[config.mk]
export PLATFORM = sky130hd
export DESIGN_NAME = serial_subtractor_16bit_flat
export DESIGN_NICKNAME = d
export VERILOG_FILES = /design/src/rtl/serial_subtractor_16bit_if.sv /design/src/rtl/serial_subtractor_16bit.sv /design/src/flat_wrapper.sv
export SDC_FILE = /design/constraint.sdc
export NUM_CORES = 1
export LEC_CHECK = 0
export CORE_UTILIZATION = 49
export DETAILED_ROUTE_END_ITERATION = 7
export PLACE_DENSITY = 0.83
export SLEW_MARGIN = 20
export SYNTH_ARGS = -nofsm -noshare
export SYNTH_HDL_FRONTEND = slang
export SYNTH_SLANG_ARGS = --single-unit
export TNS_END_PERCENT = 50
[constraint.sdc]
create_clock -name clk -period 2.85 [get_ports clk]
set_input_delay 0.855 -clock clk [delete_from_list [all_inputs] [get_ports clk]]
set_output_delay 0.855 -clock clk [all_outputs]
set_load 0.02 [all_outputs]
[src/rtl/serial_subtractor_16bit_if.sv]
// Operand/result bundle for the bit-serial subtractor: the controller drives
// start and operands (master); the subtractor returns status and result (slave).
interface serial_subtractor_16bit_if #(
    parameter int unsigned NUM_BITS = 16
);
    logic                start;
    logic [NUM_BITS-1:0] a;
    logic [NUM_BITS-1:0] b;
    logic                borrow_in;
    logic                busy;
    logic                done;
    logic [NUM_BITS-1:0] diff;
    logic                underflow;

    modport master (
        output start,
        output a,
        output b,
        output borrow_in,
        input  busy,
        input  done,
        input  diff,
        input  underflow
    );

    modport slave (
        input  start,
        input  a,
        input  b,
        input  borrow_in,
        output busy,
        output done,
        output diff,
        output underflow
    );
endinterface

[src/rtl/serial_subtractor_16bit.sv]
// Bit-serial unsigned subtractor: diff = a - b - borrow_in, one bit per clock, LSB first,
// using a single full-subtractor cell between two operand shift registers.
module serial_subtractor_16bit #(
    parameter int unsigned NUM_BITS = 16
) (
    input  logic                      clk,
    input  logic                      rst,
    serial_subtractor_16bit_if.slave  bus
);

    localparam int unsigned CNT_W = (NUM_BITS > 1) ? $clog2(NUM_BITS) : 1;
    localparam logic [CNT_W-1:0] LAST_CNT = CNT_W'(NUM_BITS - 1);

    typedef enum logic [1:0] {
        StIdle,
        StRun,
        StDone
    } state_e;

    state_e              state_q, state_d;
    logic [NUM_BITS-1:0] sa_q, sa_d;
    logic [NUM_BITS-1:0] sb_q, sb_d;
    logic [NUM_BITS-1:0] diff_q, diff_d;
    logic                br_q, br_d;
    logic                uf_q, uf_d;
    logic [CNT_W-1:0]    cnt_q, cnt_d;

    logic                d_bit;
    logic                br_next;

    // Full-subtractor cell on the current LSBs.
    always_comb begin
        d_bit   = sa_q[0] ^ sb_q[0] ^ br_q;
        br_next = (~sa_q[0] & sb_q[0]) | (~(sa_q[0] ^ sb_q[0]) & br_q);
    end

    always_comb begin
        state_d = state_q;
        sa_d    = sa_q;
        sb_d    = sb_q;
        diff_d  = diff_q;
        br_d    = br_q;
        uf_d    = uf_q;
        cnt_d   = cnt_q;

        unique case (state_q)
            StIdle: begin
                if (bus.start) begin
                    state_d = StRun;
                    sa_d    = bus.a;
                    sb_d    = bus.b;
                    br_d    = bus.borrow_in;
                    cnt_d   = '0;
                end
            end
            StRun: begin
                diff_d = {d_bit, diff_q[NUM_BITS-1:1]};
                sa_d   = sa_q >> 1;
                sb_d   = sb_q >> 1;
                br_d   = br_next;
                cnt_d  = cnt_q + 1'b1;
                if (cnt_q == LAST_CNT) begin
                    state_d = StDone;
                    uf_d    = br_next;
                end
            end
            StDone: begin
                state_d = StIdle;
            end
            default: begin
                state_d = StIdle;
            end
        endcase
    end

    always_ff @(posedge clk or posedge rst) begin
        if (rst) begin
            state_q <= StIdle;
            sa_q    <= '0;
            sb_q    <= '0;
            diff_q  <= '0;
            br_q    <= 1'b0;
            uf_q    <= 1'b0;
            cnt_q   <= '0;
        end else begin
            state_q <= state_d;
            sa_q    <= sa_d;
            sb_q    <= sb_d;
            diff_q  <= diff_d;
            br_q    <= br_d;
            uf_q    <= uf_d;
            cnt_q   <= cnt_d;
        end
    end

    // Status is decoded from state only, so start never reaches busy/done combinationally.
    always_comb begin
        bus.busy      = (state_q == StRun);
        bus.done      = (state_q == StDone);
        bus.diff      = diff_q;
        bus.underflow = uf_q;
    end

endmodule

[src/flat_wrapper.sv]
// flat-port wrapper written by rule: the top's interface ports become plain ports
module serial_subtractor_16bit_flat 
#(
    parameter int unsigned NUM_BITS = 16
)
  (clk, rst, bus_start, bus_a, bus_b, bus_borrow_in, bus_busy, bus_done, bus_diff, bus_underflow);
  serial_subtractor_16bit_if #(.NUM_BITS(NUM_BITS)) bus_i ();
  input  logic clk;
  input  logic rst;
  input wire logic [$bits(bus_i.start)-1:0] bus_start;
  input wire logic [$bits(bus_i.a)-1:0] bus_a;
  input wire logic [$bits(bus_i.b)-1:0] bus_b;
  input wire logic [$bits(bus_i.borrow_in)-1:0] bus_borrow_in;
  output wire logic [$bits(bus_i.busy)-1:0] bus_busy;
  output wire logic [$bits(bus_i.done)-1:0] bus_done;
  output wire logic [$bits(bus_i.diff)-1:0] bus_diff;
  output wire logic [$bits(bus_i.underflow)-1:0] bus_underflow;
  assign bus_i.start = bus_start;
  assign bus_i.a = bus_a;
  assign bus_i.b = bus_b;
  assign bus_i.borrow_in = bus_borrow_in;
  assign bus_busy = bus_i.busy;
  assign bus_done = bus_i.done;
  assign bus_diff = bus_i.diff;
  assign bus_underflow = bus_i.underflow;
  serial_subtractor_16bit #(.NUM_BITS(NUM_BITS)) u_core (.clk(clk), .rst(rst), .bus(bus_i));
endmodule
# Word level (Yosys, flattened, before mapping)
# Index checks and enable logic that the tools add are counted.
op_classes:
  n_bitwise: 7
  muxes: 11
  addsub: 1
  n_eq_ne: 5
  n_reduce_logical: 5
ops:
  columns: ["operator", "n"]
  rows:
  - ["$pmux 16 s2", 2]
  - ["$mux 16", 2]
  - ["$pmux 4 s2", 1]
  - ["$reduce_and 2->1", 3]
  - ["$add 4x1->4 const B", 1]
  - ["$eq 4x4->1 const B", 1]
  - ["$mux 2", 2]
  - ["$mux 4", 1]
  - ["$pmux 2 s2", 1]
  - ["$and 1x1->1", 2]
  - ["$eq 2x1->1 const B", 1]
  - ["$eq 2x2->1 const B", 1]
  - ["$logic_not 2->1", 1]
  - ["$ne 2x1->1 const B", 1]
  - ["$ne 2x2->1 const B", 1]
  - ["$not 1->1", 2]
  - ["$pmux 1 s2", 1]
  - ["$reduce_bool 2->1", 1]
  - ["$xor 1x1->1", 2]
  - ["$mux 1", 1]
  - ["$or 1x1->1", 1]
word_totals:
  inputBits: 36
  output_inout_bits: 19
  register_bits: 56
  word_cells: 36

# Longest topological paths before layout
# Gate-level depths: netlist of the first run.
logic_depth:
  depth_word: 5
  mapped_depth: 7
  mapped_depth_nobuf: 4

# Worst setup path after synthesis of the first run
# No wires, ideal clock.
synth_timing:
  kind: "flip-flop to output port"
  startpoint: "register u_core.state_q[1]"
  endpoint: "output port bus_busy"
  t_arrival_ps: 1059
  slack_ps: 936
  n_path_buf: 3
  required_ps: 1995
  stages_incl_launch_ff: 6
  cell_sequence: "dfrtp_1 -> nand2b_1 -> buf_4 -> inv_4 -> buf_6 -> buf_4"
synth_between:
  elab_chain_len: 1
synth_rtl:
  columns: ["item", "line_no", "text"]
  rows:
  - ["start: declaration", "serial_subtractor_16bit.sv:20", "state_e state_q, state_d;"]
  - ["start signal: assignment", "serial_subtractor_16bit.sv:78", "state_q <= StIdle;"]
  - ["start signal: assignment", "serial_subtractor_16bit.sv:86", "state_q <= state_d;"]
  - ["$eq 2x1->1", "serial_subtractor_16bit.sv:98", "bus.busy = (state_q == StRun);"]
  - ["end: declaration", "flat_wrapper.sv:14", "output wire logic [$bits(bus_i.busy)-1:0] bus_busy;"]
# Every way passes these cells.

# Final worst setup path of the first run
# Same ends and word-level chain as after synthesis.

==> results.ini, run 1 <==
[run_status]
status=finished, violations left
violations=DRC

[setup_path]
cp.buffers_inverters=2
critPathLaunchType=flop
r2r_cells=5
worstReg2RegStart=u_core.state_q[1]
worst-setup-path-type=reg -> out
end_kind=output port
rr_endpoint=u_core.cnt_q[2]
max_stage_delay_ns=0.60
cp.arrival_ns=1.64
cp_data_required_time_ns=2.00
reg2reg_setup_slack_ns=1.27
path_max_fanout=5
crit_path_cell_trace=nand2b_1 -> inv_4 -> clkdlybuf4s50_1
critPathTopFamily=buffers and inverters
cpMaxStageDelayCell=clkdlybuf4s50_1

[timing]
fin_crit_sh_pct=87.6
whs_ns=0.484
tightestPinTransition_ns=0.489
skew_ns=0.00609
tns_ns=0
final-setup-viol-count=0
slew_headroom_pct=67.4
setup_ws_ns=0.354
fmax_mhz=401
hold_viol=0
finalMaxSlewViolations=0
finalCriticalPeriod_ns=2.50
grt_setup_unrepaired=false

[synth]
synth.distinct_cells=25
synth.avg_cell_area_um2=9.65
synthSimpleGateAreaFrac_pct=21.2
synthMuxAreaShare_pct=0.854
ys_async_sr_fraction_pct=100
synthAdderAreaFrac_pct=1.39
syn_area_um2=2340
synth_top_family_by_area=simple AND/OR/NAND/NOR gates
yosysWarnings=0
synthCells=243
synth-main-ff-cell=dfrtp_1
synth_compound_area_share_pct=12.6
synth_edf_count=0
synth_seq_cells=56
synth_nets=281
synth-xor-area-share_pct=0
ys_seq_area_share_pct=59.8

[drt]
first_pass_iters=8
drt_iter0_markers=109
drt_wl_total_um=4500
drc=4
routedWlPerCell_um=12.9
vias_per_cell=5.34
drtAntennaViolNets=0
num_vias=1863

[power_and_ir_drop]
leakage_nw=1.49
p_int_mw=1.86
p_seq_share_pct=44.4
p_sw_mw=1.06
ir_worst_vdd_mv=0.412
pwr-share-comb_pct=38.1
swShare_pct=36.3
pwr_density_cell_nw_per_um2=958
clockPowerShare_pct=17.4

[global_routing]
grtUsageTotal_pct=20.3
grt_pass1_vias=1828
overflow=0
grt_max_degree=57
antenna_found_initial=0
grt_pass1_wl_um=7980

[clock_tree]
cts_tree=yes
clockRootBuffer=clkbuf_8
cts_hold_buf=0
cts_setup_buffers=0
clk_latency_ns=0.31
clk_pin_slew_ns=0.09
htreeDepth=2
cts_max_path_buffers=2
cts_resized=0
cts.sinks=56
cts_made_buffers=5

[place]
place_ws_ns=0.408
place_congestion=0.729
io_buffers=54
post-place-cells=341
hpwl_um=3000

[floorplanning]
io_pins=55
fp-row-count=24
dieWidth_um=71.2
die_h_um=71.2
dieArea_um2=5070
initial_core_util_pct=52.4
core_area_um2=4470

[worst_hold_path]
min-delay-path-class=reg -> reg
holdPathStages=2
min_from=u_core.sb_q[14]
holdPathEnd=u_core.sb_q[14]

[final_layout]
most-common-layout-cells=nand2_1 (115), dfrtp_1 (56), clkdlybuf4s50_1 (54)
final_common_cell=nand2_1
layout.cells.non_filler=349
register_area_um2=1400
antenna_cells=0
nets=334
drive_above_1_share_pct=6.73
nFillCells=350
syn_to_final_growth_pct=29.8
multi_input_area_um2=850

[flow_run]
drv_cap=0

## kinds of logic (layout without fill, tap and decap cells)
family,after synthesis,after routing
buffers and inverters,18,72
muxes,2,2
adders and majority gates,2,2
and+or+nand+nor,124,124
AOI/OAI and AO/OA,41,41
DFF,56,56
## metrics by stage
step / power (mW) / util (%) / area (um^2)
final: 2.92 / 68.0 / 3040
after global routing: 3.14 / 68.0 / 3040
after CTS: 2.95 / 68.0 / 3040
after detailed placement: 2.44 / 65.5 / 2930
after global placement: 2.38 / 65.5 / 2930
after floorplan: 2.02 / - / 2340
## synthesized netlist by cell type, types with 2 or more instances
cell type | instances | area share (%)
buf_2 | 10 | 2.1
a22oi_1 | 30 | 9.6
nor2_1 | 3 | 0.48
inv_1 | 3 | 0.48
buf_4 | 2 | 0.64
nand2_1 | 115 | 18
o21ai_0 | 4 | 0.85
nand2b_1 | 2 | 0.53
mux2i_1 | 2 | 0.85
dfrtp_1 | 56 | 60
o21ai_1 | 2 | 0.43
## power by group through the flow
| stage | combinational [mW] | sequential, mW | clock [mW] |
|---|---|---|---|
| 2_1_floorplan | 0.622 | 1.40 | 0 |
| 3_3_place_gp | 1.08 | 1.30 | 0 |
| 3_5_place_dp | 1.13 | 1.31 | 0 |
| 4_1_cts | 1.13 | 1.30 | 0.523 |
| 5_1_grt | 1.25 | 1.34 | 0.553 |
| 6_report | 1.11 | 1.30 | 0.508 |
## metal layers
metal,track usage [%],share of wire [%],vias to the layer above
met2,33.1,49,61
met4,7.33,1.1,0
met1,26.4,45,895
met5,0,0,-
met3,5.27,4.6,4
li1,-,-,903
## how the worst max path moves through the flow
stage | start | endpoint | slack [ns] | cells past startpoint
floorplan | rst | u_core.br_q | 0.62 | 1
CTS | u_core.state_q[1] | bus_busy | 0.33 | 3
detailed placement | bus_start | u_core.cnt_q[3] | 0.41 | 5
global route | u_core.state_q[0] | bus_busy | 0.28 | 3
global placement | bus_start | u_core.cnt_q[3] | 0.49 | 5
finish | u_core.state_q[1] | bus_busy | 0.35 | 3
## registers in the layout, summed over array words and instances, names as in the netlist
signal                cells
u_core.bus.underflow      1
u_core.sb_q              16
u_core.cnt_q              4
u_core.br_q               1
u_core.sa_q              16
u_core.state_q            2
u_core.bus.diff          16
## area by class of cell
| type | instances | share of cell area (%) |
|---|---|---|
| inverter | 4 | 0.576 |
| clock buffer | 5 | 2.26 |
| sequential | 56 | 46.1 |
| timing repair buffer | 60 | 19.7 |
| tap | 52 | 2.14 |
| multi-input combinational | 169 | 27.9 |
| clock inverter | 3 | 1.40 |
## tightest hold or removal path, stage by stage (launching register included)
cell and delay (ns):
dfrtp_1 0.35, nand2_1 0.05, nand2_1 0.05
Note: power is estimated with default switching activity, not from simulation.
==> run 2: changes to the inputs <==
CORE_UTILIZATION = 35   (was 49)
PLACE_DENSITY = 0.63   (was 0.83)
==> run 2 against run 1 <==
  * The flow still finishes with violations (DRC)
  * Non-clock buffer count stayed put
  * Flip-flop and latch count stayed put
  * Critical path type unchanged
  * Clock skew hardly changed
  * Register-to-register slack hardly changed
  * Clock power is 8.5% higher
  * Global-route usage is 5.7 points lower
  * Cell area is 1.8% higher
  * Largest power group unchanged
  * Combinational power hardly changed
  * Die area is 39% higher
  * First-iteration DRC count is 55% higher
  * Routed wire length is 4.5% higher
  * Maximum frequency is 0.81% higher
==> results.ini, run 2 (synthesized netlist as in run 1, its figures left out) <==
[run_status]
status=finished, violations left
violations=DRC

[final_layout]
fin_area_um2=3100  ; +1.8%
most-common-layout-cells=nand2_1 (115), dfrtp_1 (56), clkdlybuf4s50_1 (54)
nFillCells=616  ; +76%
drive_above_1_share_pct=6.73  ; unchanged
layout.cells.non_filler=374  ; +7.2%
syn_to_final_growth_pct=32.1
nets=334  ; unchanged
final_common_cell=nand2_1
antenna_cells=0  ; unchanged

[clock_tree]
clk_pin_slew_ns=0.10  ; about the same
cts_max_path_buffers=2  ; unchanged
clk_latency_ns=0.30  ; about the same
htreeDepth=2  ; unchanged
cts_setup_buffers=0  ; unchanged
cts_tree=yes
cts_hold_buf=0  ; unchanged
clockRootBuffer=clkbuf_8
cts_resized=0  ; unchanged
cts.sinks=56  ; unchanged
cts_made_buffers=5  ; unchanged

[setup_path]
max_stage_delay_ns=0.60  ; about the same
cp.arrival_ns=1.62  ; -0.02 ns
crit_path_cell_trace=nand2b_1 -> inv_4 -> clkdlybuf4s50_1
path_max_fanout=5  ; unchanged
cp.buffers_inverters=2  ; unchanged
critPathLaunchType=flop
critPathTopFamily=buffers and inverters
worst-setup-path-type=reg -> out
r2r_cells=5  ; unchanged
cpMaxStageDelayCell=clkdlybuf4s50_1
end_kind=output port
rr_endpoint=u_core.cnt_q[2]
cp_data_required_time_ns=2.00  ; about the same
reg2reg_setup_slack_ns=1.28  ; about the same
worstReg2RegStart=u_core.state_q[1]

[global_routing]
grtUsageTotal_pct=14.7  ; -5.7 points
grt_pass1_wl_um=8240  ; +3.2%
grt_max_degree=57  ; unchanged
overflow=0  ; unchanged
grt_pass1_vias=1748  ; -4.4%
antenna_found_initial=0  ; unchanged

[drt]
routedWlPerCell_um=12.6  ; -2.5%
drt_iter0_markers=169  ; +55%
drc=14  ; +10
num_vias=1805  ; -3.1%
top_layer=met4
drt_wl_total_um=4710  ; +4.5%
wl_met3_um=152  ; -27%
first_pass_iters=6  ; -2
wl_met1_um=2400  ; +18%
detailroute.wirelength.met2_um=2110  ; -4.6%
vias_per_cell=4.83  ; -9.6%
drtAntennaViolNets=0  ; unchanged

[timing]
final-setup-viol-count=0  ; unchanged
skew_ns=0.00658  ; +0.000492 ns
fin_crit_sh_pct=86.9  ; -0.71 points
tns_ns=0  ; unchanged
tightestPinTransition_ns=0.490  ; +0.000771 ns
grt_setup_unrepaired=false
finalCriticalPeriod_ns=2.48  ; -0.0201 ns
fmax_mhz=404  ; +0.81%
hold_viol=0  ; unchanged
finalMaxSlewViolations=0  ; unchanged
slew_headroom_pct=67.4  ; about the same

[floorplanning]
dieWidth_um=83.9  ; +18%
dieArea_um2=7030  ; +39%
core_area_um2=6420  ; +44%
die_h_um=83.9  ; +18%
initial_core_util_pct=36.5  ; -16 points
fp-row-count=29  ; +21%
io_pins=55  ; unchanged

[worst_hold_path]
min_from=u_core.bus.diff[0]
holdPathEnd=u_core.bus.diff[0]
holdPathStages=2  ; unchanged
min-delay-path-class=reg -> reg

[place]
hpwl_um=3030  ; +0.85%
placed_area_um2=2980  ; +1.5%
post-place-cells=366  ; +7.3%
place_congestion=0.729  ; about the same
io_buffers=54  ; unchanged

[flow_run]
drv_cap=0  ; unchanged

[power_and_ir_drop]
ir_worst_vdd_mv=0.304  ; -26%
leakage_nw=1.50  ; +0.68%
pwr_density_cell_nw_per_um2=955  ; -0.39%

==> run 2: power breakdown <==
group / total (mW) / internal (mW) / switching (mW)
Clock: 0.551 / 0.288 / 0.264
Combinational: 1.11 / 0.511 / 0.603
Sequential: 1.29 / 1.10 / 0.196
==> run 2: cell type report <==
cell class	instances	area [um^2]	share of cell area (%)
clock buffers	6	82.6	2.67
clock inverters	2	38.8	1.25
inverters	4	17.5	0.566
multi-input cells	169	850	27.4
flip-flops and latches	56	1400	45.3
well taps	77	96.3	3.11
repair buffers	60	611	19.7
==> run 2: worst reg2reg max path, cell delays in order, from the launching register on <==
cell and delay [ns]:
dfrtp_1 0.44, nand2b_1 0.21, inv_4 0.07, buf_4 0.42, a21oi_1 0.14, o21ba_2 0.23
==> run 2: metrics by stage <==
step	worst slack, ns	utilization, %	power, mW	hold slack, ns
3_3_place_gp	0.690	46.3	2.41	0.460
6_report	0.374	48.2	2.96	0.480
5_1_grt	0.309	48.2	3.18	0.494
2_1_floorplan	0.624	-	2.02	0.446
4_1_cts	0.361	48.2	2.99	0.487
3_5_place_dp	0.671	46.3	2.44	0.463
==> run 2: layer usage <==
layer	up-vias	global-route usage, %
met3	4	2.67
li1	904	-
met1	857	20.5
met5	-	0
met2	40	23.1
met4	0	4.70
==> run 2: worst max path at each step <==
stage | start | to | slack [ns] | depth (start not counted)
4_1_cts | u_core.state_q[1] | bus_busy | 0.36 | 3
2_1_floorplan | rst | u_core.br_q | 0.62 | 1
3_5_place_dp | bus_start | u_core.cnt_q[3] | 0.67 | 5
3_3_place_gp | bus_start | u_core.cnt_q[3] | 0.69 | 5
6_report | u_core.state_q[1] | bus_busy | 0.37 | 3
5_1_grt | u_core.state_q[1] | bus_busy | 0.31 | 3
